--- src/rtl/spi_fsm_controller_pkg.sv ---
// Shared definitions for the SPI memory-slave transaction sequencer:
// state encoding, default frame width and the meaning of the R/W bit.
package spi_fsm_controller_pkg;

    localparam int   DEF_WIDTH = 8;
    localparam logic RW_READ   = 1'b1;

    typedef enum logic [2:0] {
        ST_IDLE        = 3'd0,
        ST_GET_ADDR    = 3'd1,
        ST_DECODE      = 3'd2,
        ST_READ_LOAD   = 3'd3,
        ST_READ_SHIFT  = 3'd4,
        ST_WRITE_GET   = 3'd5,
        ST_WRITE_STORE = 3'd6,
        ST_DONE        = 3'd7
    } state_t;

endpackage

--- src/rtl/spi_fsm_controller_bit_counter.sv ---
// Bit counter for one SPI frame: synchronous clear, gated increment that
// saturates at WIDTH, and a flag marking that the next increment completes
// the frame.
module spi_bit_counter #(
    parameter  int WIDTH = 8,
    localparam int CNT_W = $clog2(WIDTH + 1)
) (
    input  logic             i_clk,
    input  logic             i_reset,
    input  logic             i_clr,
    input  logic             i_inc,
    output logic [CNT_W-1:0] o_cnt,
    output logic             o_last
);

    logic [CNT_W-1:0] r_cnt;

    // Count register: clear wins over increment; stop at WIDTH so it never wraps.
    always_ff @(posedge i_clk or posedge i_reset) begin
        if (i_reset) begin
            r_cnt <= '0;
        end else if (i_clr) begin
            r_cnt <= '0;
        end else if (i_inc && (r_cnt != CNT_W'(WIDTH))) begin
            r_cnt <= r_cnt + CNT_W'(1);
        end
    end

    // Terminal flag: the edge being counted now is the WIDTH-th of the frame.
    always_comb begin
        o_cnt  = r_cnt;
        o_last = (r_cnt == CNT_W'(WIDTH - 1));
    end

endmodule

--- src/rtl/spi_fsm_controller.sv ---
// Transaction sequencer for the SPI memory slave. Collects the address+R/W
// byte, then either captures a write byte into memory or loads the shift
// register and drives MISO for a read byte. All outputs are decoded from
// registered state. Raising cs_n in any active state returns to IDLE.
module spi_fsm_controller
    import spi_fsm_controller_pkg::*;
#(
    parameter  int WIDTH = DEF_WIDTH,
    localparam int CNT_W = $clog2(WIDTH + 1)
) (
    input  logic             clk,
    input  logic             reset,
    input  logic             cs_n,
    input  logic             sclk_pos,
    input  logic             sclk_neg,
    input  logic             rw_bit,
    output logic             addr_we,
    output logic             sr_load,
    output logic             dm_we,
    output logic             miso_en,
    output logic             busy,
    output logic [CNT_W-1:0] bit_cnt
);

    state_t           r_state;
    state_t           w_next;
    logic             r_rd;
    logic             w_clr;
    logic             w_inc;
    logic             w_last;
    logic [CNT_W-1:0] w_cnt;

    spi_bit_counter #(.WIDTH(WIDTH)) u_bit_counter (
        .i_clk   (clk),
        .i_reset (reset),
        .i_clr   (w_clr),
        .i_inc   (w_inc),
        .o_cnt   (w_cnt),
        .o_last  (w_last)
    );

    // State register; async reset aborts any transaction immediately.
    always_ff @(posedge clk or posedge reset) begin
        if (reset) begin
            r_state <= ST_IDLE;
        end else begin
            r_state <= w_next;
        end
    end

    // Remembers the direction decoded for this transaction so MISO stays
    // driven through DONE after a read until chip select is released.
    always_ff @(posedge clk or posedge reset) begin
        if (reset) begin
            r_rd <= 1'b0;
        end else if (r_state == ST_IDLE) begin
            r_rd <= 1'b0;
        end else if (r_state == ST_DECODE) begin
            r_rd <= (rw_bit == RW_READ);
        end
    end

    // Next-state and counter control. cs_n high outranks every other
    // transition, and also suppresses counting on that cycle.
    always_comb begin
        w_next = r_state;
        w_clr  = 1'b0;
        w_inc  = 1'b0;
        if ((r_state != ST_IDLE) && cs_n) begin
            w_next = ST_IDLE;
        end else begin
            case (r_state)
                ST_IDLE: begin
                    if (!cs_n) begin
                        w_next = ST_GET_ADDR;
                        w_clr  = 1'b1;
                    end
                end
                ST_GET_ADDR: begin
                    if (sclk_pos) begin
                        w_inc = 1'b1;
                        if (w_last) w_next = ST_DECODE;
                    end
                end
                ST_DECODE: begin
                    w_clr  = 1'b1;
                    w_next = (rw_bit == RW_READ) ? ST_READ_LOAD : ST_WRITE_GET;
                end
                ST_READ_LOAD: begin
                    w_next = ST_READ_SHIFT;
                end
                ST_READ_SHIFT: begin
                    if (sclk_neg) begin
                        w_inc = 1'b1;
                        if (w_last) w_next = ST_DONE;
                    end
                end
                ST_WRITE_GET: begin
                    if (sclk_pos) begin
                        w_inc = 1'b1;
                        if (w_last) w_next = ST_WRITE_STORE;
                    end
                end
                ST_WRITE_STORE: begin
                    w_next = ST_DONE;
                end
                ST_DONE: begin
                    w_next = ST_DONE;
                end
                default: begin
                    w_next = ST_IDLE;
                end
            endcase
        end
    end

    // Moore output decode from the registered state.
    always_comb begin
        addr_we = (r_state == ST_DECODE);
        sr_load = (r_state == ST_READ_LOAD);
        dm_we   = (r_state == ST_WRITE_STORE);
        miso_en = (r_state == ST_READ_LOAD) || (r_state == ST_READ_SHIFT) ||
                  ((r_state == ST_DONE) && r_rd);
        busy    = (r_state != ST_IDLE);
        bit_cnt = w_cnt;
    end

endmodule

--- config.mk ---
export PLATFORM = sky130hd
export DESIGN_NAME = spi_fsm_controller
export DESIGN_NICKNAME = d
export VERILOG_FILES = /design/src/rtl/spi_fsm_controller_pkg.sv /design/src/rtl/spi_fsm_controller_bit_counter.sv /design/src/rtl/spi_fsm_controller.sv
export SDC_FILE = /design/constraint.sdc
export NUM_CORES = 1
export LEC_CHECK = 0
export CORE_UTILIZATION = 30
export DETAILED_ROUTE_END_ITERATION = 8
export GPL_TIMING_DRIVEN = 0
export SYNTH_ARGS = -nofsm -noshare
export SYNTH_HDL_FRONTEND = slang
export SYNTH_HIERARCHICAL = 1
export SYNTH_SLANG_ARGS = --single-unit
--- constraint.sdc ---
create_clock -name clk -period 3.6 [get_ports clk]
set_input_delay 0.36 -clock clk [delete_from_list [all_inputs] [get_ports clk]]
set_output_delay 0.36 -clock clk [all_outputs]
set_load 0.02 [all_outputs]
# Yosys cells after proc, flatten, opt, wreduce, memory -nomap -nowiden
# Cells that the tools add are included.
op_classes:
  mux: 21
  reduce_logical: 12
  eq_ne: 16
  add_sub_neg: 1
op_table:
  columns: ["cell", "count"]
  rows:
  - ["$mux 3", 9]
  - ["$pmux 3 s7", 1]
  - ["$eq 3x3->1 const B", 4]
  - ["$ne 3x2->1 const B", 4]
  - ["$ne 3x3->1 const B", 3]
  - ["$mux 4", 2]
  - ["$mux 1", 7]
  - ["$reduce_and 7->1", 1]
  - ["$eq 3x2->1 const B", 2]
  - ["$add 4x1->4 const B", 1]
  - ["$eq 4x3->1 const B", 1]
  - ["$ne 4x4->1 const B", 1]
  - ["$pmux 1 s2", 2]
  - ["$reduce_bool 2->1", 2]
  - ["$reduce_or 2->1", 2]
  - ["$eq 3x1->1 const B", 1]
  - ["$logic_and 1x1->1", 3]
  - ["$logic_not 3->1", 1]
  - ["$reduce_bool 3->1", 1]
  - ["$logic_or 1x1->1", 2]
totals:
  reg_bits: 8
  out_inout_bits: 9

# Depth between registers and ports, before layout
# Gate-level depths: netlist of run 1.
depth:
  depth_word: 7
  depth_mapped: 7

# Cells and area by module
# Netlist of run 1, hierarchy kept.
modules_own_cells:
  columns: ["mod", "cells_each", "n_inst", "area_each_um2"]
  rows:
  - ["spi_fsm_controller", 35, 1, 309.0]
  - ["spi_bit_counter", 25, 1, 242.7]

# Worst setup path before layout of run 1
# OpenSTA, ideal clock, no wires.
synth_timing:
  path_type: "register to register"
  start: "reg r_state[0]"
  end: "reg u_bit_counter.r_cnt[0], in the netlist u_bit_counter/o_cnt[0]"
  n_path_buf: 1
  arrival_time_ns: 1.456
  t_required_ns: 3.475
  path_slack_ns: 2.019
  stages_incl_launch_ff: 7
  setup_ns: 0.125
  cell_sequence: "dfrtp_1 buf_6 nor2b_2 a22oi_1 nor3_1 o21a_1 mux2_4"
synth_between:
  elab_chain_len: 6
  elab_cells_between_ends: 15
synth_lines:
  columns: ["item", "line_no", "rtl"]
  rows:
  - ["from (decl)", "spi_fsm_controller.sv:25", "state_t r_state;"]
  - ["from (signal assigned)", "spi_fsm_controller.sv:47", "r_state <= w_next;"]
  - ["$eq 3x3->1 / $eq 3x1->1 (equally long branches)", "spi_fsm_controller.sv:72", "case (r_state)"]
  - ["$reduce_or 2->1 (no line)", null, null]
  - ["$pmux 1 s2", "spi_fsm_controller.sv:72", null]
  - ["$mux 1 (*)", "spi_fsm_controller.sv:69", "if ((r_state != ST_IDLE) && cs_n) begin"]
  - ["net w_inc", "spi_fsm_controller.sv:29", "logic w_inc;"]
  - ["$logic_and 1x1->1 (*)", "spi_fsm_controller_bit_counter.sv:24", "end else if (i_inc && (r_cnt != CNT_W'(WIDTH))) begin"]
  - ["$reduce_bool 2->1 (no line) (*)", null, null]
  - ["to (signal assigned)", "spi_fsm_controller_bit_counter.sv:25", "r_cnt <= r_cnt + CNT_W'(1);"]
  - ["to (decl)", "spi_fsm_controller_bit_counter.sv:16", "logic [CNT_W-1:0] r_cnt;"]
# Mark *: on every way through the listed nets, which the timed path passes. The rest lies on a longest branch.
# A chain may end at the register's enable or synchronous reset.

# Worst setup path in the final report of run 1
layout_timing:
  start: "reg r_state[0]"
  end: "out dm_we"
layout_between:
  elab_chain_len: 1
layout_lines:
  columns: ["item", "line_no", "rtl"]
  rows:
  - ["$eq 3x3->1", "spi_fsm_controller.sv:121", "dm_we = (r_state == ST_WRITE_STORE);"]
  - ["to (decl)", "spi_fsm_controller.sv:19", "output logic dm_we,"]
# Every way passes these cells.

==> impl_metrics.toml, run 1 <==
[logic_synthesis]
ys_types = 29
postSynthCellCount = 60
avgSynthCellArea_um2 = 9.20
ys_warn_count = 6
syn_area_um2 = 552
ys_ff_latch = 8
ys_seq_area_share_pct = 36.3
synth_nets = 68

[route]
vias = 461
drc = 0
first_pass_iters = 4
drt_iter0_drc = 2
via_per_inst = 4.52
routed_wirelength_um = 1070
wl_per_cell_um = 10.5
postRouteAntennaNets = 0

[global_routing]
grt_pass1_wl_um = 1780
antenna_found_initial = 0
grt_pass1_vias = 430
grt_max_degree = 11
grt.total_usage_pct = 12.6
grt_remaining_overflow = 0

[floorplan]
placementRows = 15
initial_core_util_pct = 32.0
die_y_um = 44.9
coreArea_mm2 = 0.00173
die_w_um = 44.9
ioPinCount = 15
fp.dieArea_mm2 = 0.00201

[timing]
slew_headroom_pct = 59.9
drv_slew = 0
clock.fmax_mhz = 484
whs_ns = 0.320
hold_viol_final = 0
setup_viol = 0
period_share_pct = 57.4
min_period_ns = 2.06
worst_slew_pin_slew_ns = 0.598
rsz0062_at_grt = "no"
skew_ns = 0.00336
tns_ns = 0

[cts]
ctsRootBufferMaster = "clkbuf_4"
cts_tree = "yes"
cts_hold_buf = 0
cts_num_sinks = 8
ctsLongestPathBuffers = 2
post_cts_buffers = 0
insertion_delay_ns = 0.25
path_clk_slew_ns = 0.05
cts-resized-gates = 0
h-tree-depth = 1
cts_made_buffers = 3

[critical_path]
crit_family = "buffers and inverters"
startpoint_type = "register"
crit_type = "reg -> out"
endpoint_kind = "primary output"
crit_slowest_cell = "clkdlybuf4s50_1"
crit_cells = 4
reg2reg_to = "u_bit_counter/o_cnt[2]"
critical_path_peak_fanout = 10
required_ns = 3.24
r2r_slack_ns = 1.84
slowest_delay_ns = 0.59
worstPathCellList = "buf_6 -> nor2b_2 -> and2_2 -> clkdlybuf4s50_1"
reg2reg_depth = 7
path_buf_inv = 2
arrival_ns = 1.70
worstReg2RegStart = "r_state[0]"

[worst_hold_path]
min_path_type = "in -> async"

[status]
outcome = "completed"

[cells_and_area]
fin_cells = 102
drive_gt1_share_pct = 16.9
diodes = 0
areaGrowthSynthToFinish_pct = 35.1
postLayoutCoreUtil_pct = 43.2
fin_nets = 87

[power]
p_leak_nw = 0.320
vdd_drop_max_uv = 184
power_per_cell_area_mw_per_mm2 = 337
seqPwrFrac_pct = 41.9
power_switching_w = 0.0000747
comb_power_share_pct = 32.3
clockPowerShare_pct = 25.7
p_int_w = 0.000176
switching_share_pct = 29.7

[place]
placedCellCount = 99
dp_hpwl_um = 824
io_buffer_count = 14
gp_congestion = 0.717

[job]
drv_cap = 0
==> worst max-delay path by stage <==
stage                from  slack, ns                endpoint
2_1_floorplan  r_state[0]       2.02  u_bit_counter/o_cnt[0]
3_5_place_dp     sclk_neg       1.69  u_bit_counter/o_cnt[0]
4_1_cts        r_state[0]       1.51                   dm_we
6_report       r_state[0]       1.54                   dm_we
3_3_place_gp         cs_n       1.70  u_bit_counter/o_cnt[0]
5_1_grt        r_state[0]       1.42                   dm_we
==> power by group through the flow <==
| stage | sequential, W | combinational (W) | clock, W |
|---|---|---|---|
| CTS | 0.000105 | 0.0000822 | 0.0000691 |
| floorplan | 0.000110 | 0.0000477 | 0 |
| finish | 0.000105 | 0.0000811 | 0.0000646 |
| global placement | 0.000107 | 0.0000812 | 0 |
| global route | 0.000107 | 0.0000889 | 0.0000742 |
| detailed placement | 0.000107 | 0.0000820 | 0 |
==> layer usage <==
metal  wire, um  global-route usage [%]  vias to the layer above
li1           -                       -                      235
met1        523                    16.2                      213
met2        480                    18.5                       11
met3         60                    2.80                        2
met4          8                    9.09                        0
met5          0                       0                        -
==> metrics by stage <==
step | total power (W) | instance area, um2 | worst slack [ns]
floorplan | 0.000158 | 552 | 2.02
global placement | 0.000188 | 723 | 1.70
detailed placement | 0.000189 | 723 | 1.69
CTS | 0.000257 | 746 | 1.51
global route | 0.000270 | 746 | 1.42
finish | 0.000251 | 746 | 1.54
==> cell type report <==
cell class / count / area (um2)
timing repair buffer: 14 / 140
sequential: 8 / 200
multi-input combinational: 44 / 298
buffer: 3 / 30.0
clock buffer: 3 / 22.5
inverter: 5 / 23.8
fill: 187 / 981
tap: 25 / 31.3
==> flip-flops by register name, summed over array words and instances, names as in the netlist <==
register / flops
r_rd: 1
r_state: 3
u_bit_counter/o_cnt: 4
==> layout by cell type, fill, tap and decap left out <==
| cell | count |
|---|---|
| and2_2 | 1 |
| o21ai_0 | 1 |
| a221oi_2 | 1 |
| dfrtp_1 | 8 |
| o21a_1 | 1 |
| a22oi_1 | 1 |
| mux2i_1 | 2 |
| clkbuf_4 | 3 |
| nand4_1 | 1 |
| clkdlybuf4s50_1 | 14 |
| a21oi_2 | 1 |
| o31a_1 | 1 |
| nor2b_1 | 3 |
| o31ai_1 | 1 |
| nor2b_2 | 1 |
| a21oi_1 | 3 |
| o2bb2ai_1 | 1 |
| nand2_1 | 6 |
| inv_6 | 1 |
| nand2b_1 | 3 |
| and3b_2 | 1 |
| buf_4 | 1 |
| mux2_4 | 1 |
| inv_1 | 4 |
| xor2_1 | 1 |
| or3_1 | 1 |
| buf_6 | 2 |
| or3b_1 | 1 |
| nor3_1 | 3 |
| nor2_1 | 6 |
| ha_1 | 2 |
==> cell families (layout without fill, tap and decap cells) <==
family          count (synthesis)  after routing  share of synthesized area, %
fa+ha+maj                       2              2                          4.53
mux                             3              3                          6.35
buf+inv                         8             25                          9.75
simple gates                   27             27                          26.3
flops                           8              8                          36.3
compound gates                 11             11                          15.2
xor+xnor                        1              1                          1.59
==> cells in the mapped netlist <==
master	instances	area, um2
a21oi_1	3	15.0
a21oi_2	1	8.76
a221oi_2	1	15.0
a22oi_1	1	7.51
and2_2	1	7.51
and3b_2	1	10.0
buf_4	1	7.51
buf_6	2	22.5
dfrtp_1	8	200
ha_1	2	25.0
inv_1	4	15.0
inv_6	1	8.76
mux2_4	1	15.0
mux2i_1	2	20.0
nand2_1	6	22.5
nand2b_1	3	18.8
nand4_1	1	6.26
nor2_1	6	22.5
nor2b_1	3	18.8
nor2b_2	1	8.76
nor3_1	3	15.0
o21a_1	1	7.51
o21ai_0	1	5.00
o2bb2ai_1	1	8.76
o31a_1	1	8.76
o31ai_1	1	7.51
or3_1	1	6.26
or3b_1	1	8.76
xor2_1	1	8.76
(Power assumes the default switching activity.)
==> inputs of run 2 (changes only) <==
==> constraint.sdc (replaced) <==
create_clock -name clk -period 2 [get_ports clk]
set_input_delay 0.2 -clock clk [delete_from_list [all_inputs] [get_ports clk]]
set_output_delay 0.2 -clock clk [all_outputs]
set_load 0.02 [all_outputs]
==> impl_metrics.toml, run 2 (synthesis results as in run 1) <==
[floorplan]
die_w_um = 44.9
die_y_um = 44.9
ioPinCount = 15
coreArea_mm2 = 0.00173
placementRows = 15
fp.dieArea_mm2 = 0.00201
initial_core_util_pct = 32.0

[timing]
clock.fmax_mhz = 537
setup_viol = 0
min_period_ns = 1.86
drv_slew = 0
tns_ns = 0
slew_headroom_pct = 60.1
hold_viol_final = 0
skew_ns = 0.00367
rsz0062_at_grt = "no"
worst_slew_pin_slew_ns = 0.595
period_share_pct = 93.1

[worst_hold_path]
min_path_type = "in -> async"

[route]
drc = 0
vias = 461
routed_wirelength_um = 1090
postRouteAntennaNets = 0
wl_per_cell_um = 10.6
drt_iter0_drc = 2
first_pass_iters = 3
via_per_inst = 4.52

[cts]
cts_num_sinks = 8
insertion_delay_ns = 0.25
ctsRootBufferMaster = "clkbuf_4"
cts_made_buffers = 3
post_cts_buffers = 0
ctsLongestPathBuffers = 2
cts_tree = "yes"
path_clk_slew_ns = 0.05
h-tree-depth = 1
cts_hold_buf = 0
cts-resized-gates = 0

[job]
drv_cap = 0

[critical_path]
r2r_slack_ns = 0.23
critical_path_peak_fanout = 10
crit_family = "buffers and inverters"
required_ns = 1.80
worstPathCellList = "buf_4 -> or3_1 -> clkdlybuf4s50_1"
startpoint_type = "register"
endpoint_kind = "primary output"
slowest_delay_ns = 0.54
reg2reg_depth = 7
worstReg2RegStart = "r_state[0]"
reg2reg_to = "u_bit_counter/o_cnt[2]"
crit_type = "reg -> out"
crit_slowest_cell = "clkdlybuf4s50_1"
path_buf_inv = 2
arrival_ns = 1.66

[place]
placedCellCount = 99
dp_hpwl_um = 824
postPlaceCellArea_um2 = 723
gp_congestion = 0.717
io_buffer_count = 14

[global_routing]
grt.total_usage_pct = 12.6
grt_remaining_overflow = 0
grt_max_degree = 11
grt_pass1_vias = 430
grt_pass1_wl_um = 1780
antenna_found_initial = 0

[cells_and_area]
largest_reg_flops = 4
fin_cells = 102
postLayoutCoreUtil_pct = 43.5
final_common_cell = "clkdlybuf4s50_1"
fillers = 186
fin_area_um2 = 751
layout_common_cells = "clkdlybuf4s50_1, dfrtp_1, nand2_1, nor2_1, inv_1"
diodes = 0
areaGrowthSynthToFinish_pct = 36.1
drive_gt1_share_pct = 16.9
fin_nets = 87

[power]
power_per_cell_area_mw_per_mm2 = 601
vdd_drop_max_uv = 331
p_leak_nw = 0.356
total_power_w = 0.000451

[status]
outcome = "completed"
-- run 2: worst max-delay path by stage --
stage	from	end	slack [ns]	depth (start not counted)
floorplan	r_state[0]	u_bit_counter/o_cnt[0]	0.42	6
global placement	r_state[0]	u_bit_counter/o_cnt[0]	0.24	6
detailed placement	r_state[0]	u_bit_counter/o_cnt[0]	0.24	6
CTS	r_state[0]	dm_we	0.07	4
global route	r_state[0]	u_bit_counter/o_cnt[2]	0.04	7
finish	r_state[2]	busy	0.14	3
-- run 2: final cells by class --
class,count,area [um2],share of cell area (%)
Inverter,5,23.8,3.17
Timing Repair Buffer,14,145,19.3
Multi-Input combinational cell,44,298,39.7
Buffer,3,30.0,4.00
Clock buffer,3,22.5,3.00
Sequential cell,8,200,26.7
Tap cell,25,31.3,4.17
-- run 2: metrics by stage --
| stage | setup WS (ns) | hold WS, ns |
|---|---|---|
| floorplan | 0.419 | -0.0339 |
| global placement | 0.237 | 0.428 |
| detailed placement | 0.245 | 0.431 |
| CTS | 0.0742 | 0.161 |
| global route | 0.0413 | 0.172 |
| finish | 0.138 | 0.160 |
-- run 2: metal layers --
metal	track usage, %	vias to the layer above	part of all wire, %
met5	0	-	0
met4	9.09	0	0.74
met3	2.80	2	5.8
met2	18.5	11	44
met1	16.2	213	49
li1	-	235	-
-- run 2: where the power goes --
group | internal (W) | leakage, nW | total [W] | switching [W]
sequential | 0.000176 | 0.107 | 0.000190 | 0.0000141
clock | 0.0000682 | 0.0138 | 0.000116 | 0.0000480
combinational | 0.0000733 | 0.234 | 0.000146 | 0.0000724
==> inputs of run 3 (changes only) <==
--- a/config.mk
+++ b/config.mk
@@ -5,9 +5,11 @@
 export SDC_FILE = /design/constraint.sdc
 export NUM_CORES = 1
 export LEC_CHECK = 0
+export CORE_MARGIN = 5
 export CORE_UTILIZATION = 30
 export DETAILED_ROUTE_END_ITERATION = 8
 export GPL_TIMING_DRIVEN = 0
+export SLEW_MARGIN = 30
 export SYNTH_ARGS = -nofsm -noshare
 export SYNTH_HDL_FRONTEND = slang
 export SYNTH_HIERARCHICAL = 1
==> impl_metrics.toml, run 3 (synthesis results as in run 1) <==
[route]
drc = 0
postRouteAntennaNets = 0
vias = 467
wl_per_cell_um = 11.5
drt_iter0_drc = 8
via_per_inst = 4.58
routed_wirelength_um = 1180
first_pass_iters = 4

[cts]
cts_made_buffers = 3
cts_tree = "yes"
h-tree-depth = 1
ctsRootBufferMaster = "clkbuf_4"
path_clk_slew_ns = 0.05
ctsLongestPathBuffers = 2
cts_hold_buf = 0
insertion_delay_ns = 0.25
cts_num_sinks = 8

[critical_path]
worstPathCellList = "buf_6 -> nor2b_2 -> and2_2 -> clkdlybuf4s50_1"
endpoint_kind = "primary output"
startpoint_type = "register"
worstReg2RegStart = "r_state[0]"
crit_family = "buffers and inverters"
critical_path_peak_fanout = 10
r2r_slack_ns = 0.20
crit_slowest_cell = "clkdlybuf4s50_1"
crit_type = "reg -> out"
slowest_delay_ns = 0.59
crit_cells = 4
reg2reg_to = "u_bit_counter/o_cnt[0]"
required_ns = 1.80
arrival_ns = 1.74
reg2reg_depth = 6
path_buf_inv = 2

[job]
drv_cap = 0

[timing]
slew_headroom_pct = 59.8
hold_viol_final = 0
min_period_ns = 1.94
tns_ns = 0
setup_viol = 0
worst_slew_pin_slew_ns = 0.599
clock.fmax_mhz = 516
drv_slew = 0
rsz0062_at_grt = "no"
whs_ns = 0.153
skew_ns = 0.00239
period_share_pct = 96.9

[floorplan]
fp.dieArea_mm2 = 0.00280
ioPinCount = 15
initial_core_util_pct = 31.6
coreArea_mm2 = 0.00175
die_w_um = 52.9
die_y_um = 52.9
placementRows = 15

[cells_and_area]
fin_area_um2 = 748
multi_input_area_um2 = 298
seqCellArea_um2 = 200
areaGrowthSynthToFinish_pct = 35.6
largest_reg_flops = 4
layout_common_cells = "clkdlybuf4s50_1, dfrtp_1, nand2_1, nor2_1, inv_1"
drive_gt1_share_pct = 16.9
fillers = 180
final_common_cell = "clkdlybuf4s50_1"
fin_nets = 87
diodes = 0

[place]
dp_hpwl_um = 938
postPlaceCellArea_um2 = 723
io_buffer_count = 14
gp_congestion = 0.671

[worst_hold_path]
min_path_type = "in -> async"

[power]
vdd_drop_max_uv = 273
p_leak_nw = 0.337
power_per_cell_area_mw_per_mm2 = 610

[global_routing]
grt_remaining_overflow = 0
antenna_found_initial = 0
grt_max_degree = 11
grt_pass1_wl_um = 1970
grt.total_usage_pct = 9.77
grt_pass1_vias = 481

[status]
outcome = "completed"
[run 3: cell type report]
| type | count | area share (%) |
|---|---|---|
| Buffer | 3 | 4.01 |
| Clock buffer | 3 | 3.01 |
| Inverter | 5 | 3.18 |
| Multi-Input combinational cell | 44 | 39.8 |
| Sequential cell | 8 | 26.8 |
| Tap cell | 25 | 4.18 |
| Timing Repair Buffer | 14 | 19.1 |
[run 3: how the worst max path moves through the flow]
stage | from | to | slack [ns]
2_1_floorplan | r_state[0] | u_bit_counter/o_cnt[0] | 0.42
3_3_place_gp | r_state[0] | u_bit_counter/o_cnt[0] | 0.23
3_5_place_dp | r_state[0] | u_bit_counter/o_cnt[0] | 0.22
4_1_cts | r_state[0] | dm_we | 0.04
5_1_grt | r_state[0] | dm_we | 0.003
6_report | r_state[0] | dm_we | 0.06
[run 3: what timing repair did]
action	CTS	global route
gates resized for setup	0	1
setup endpoints to repair	0	1
buffers inserted	0	0
[run 3: worst reg2reg max path, cell delays in order, from the launching register on]
cell     delay [ns]
dfrtp_1        0.38
buf_6          0.14
nor2b_2        0.21
a22oi_1        0.09
nor3_1         0.31
o21a_1         0.25
mux2_4         0.31
[run 3: per-layer routing]
| layer | part of all wire (%) | vias to the layer above | global-route usage, % |
|---|---|---|---|
| met3 | 7.0 | 0 | 1.97 |
| met2 | 49 | 14 | 15.7 |
| met4 | 0 | 0 | 6.38 |
| met5 | 0 | - | 0 |
| li1 | - | 237 | - |
| met1 | 44 | 216 | 11.7 |
[run 3: metrics by stage]
stage	instances	util [%]	power (W)	setup slack, ns
finish	102	42.9	0.000457	0.0623
global route	102	42.9	0.000489	0.00283
CTS	102	42.7	0.000468	0.0365
detailed placement	99	41.4	0.000343	0.221
global placement	99	41.4	0.000340	0.227
floorplan	60	-	0.000284	0.419
[run 3: power breakdown]
group | total, W | internal, W | switching (W) | leakage [nW]
Combinational | 0.000149 | 0.0000739 | 0.0000749 | 0.216
Sequential | 0.000189 | 0.000175 | 0.0000137 | 0.107
Clock | 0.000119 | 0.0000684 | 0.0000504 | 0.0138
Total | 0.000457 | 0.000318 | 0.000139 | 0.337
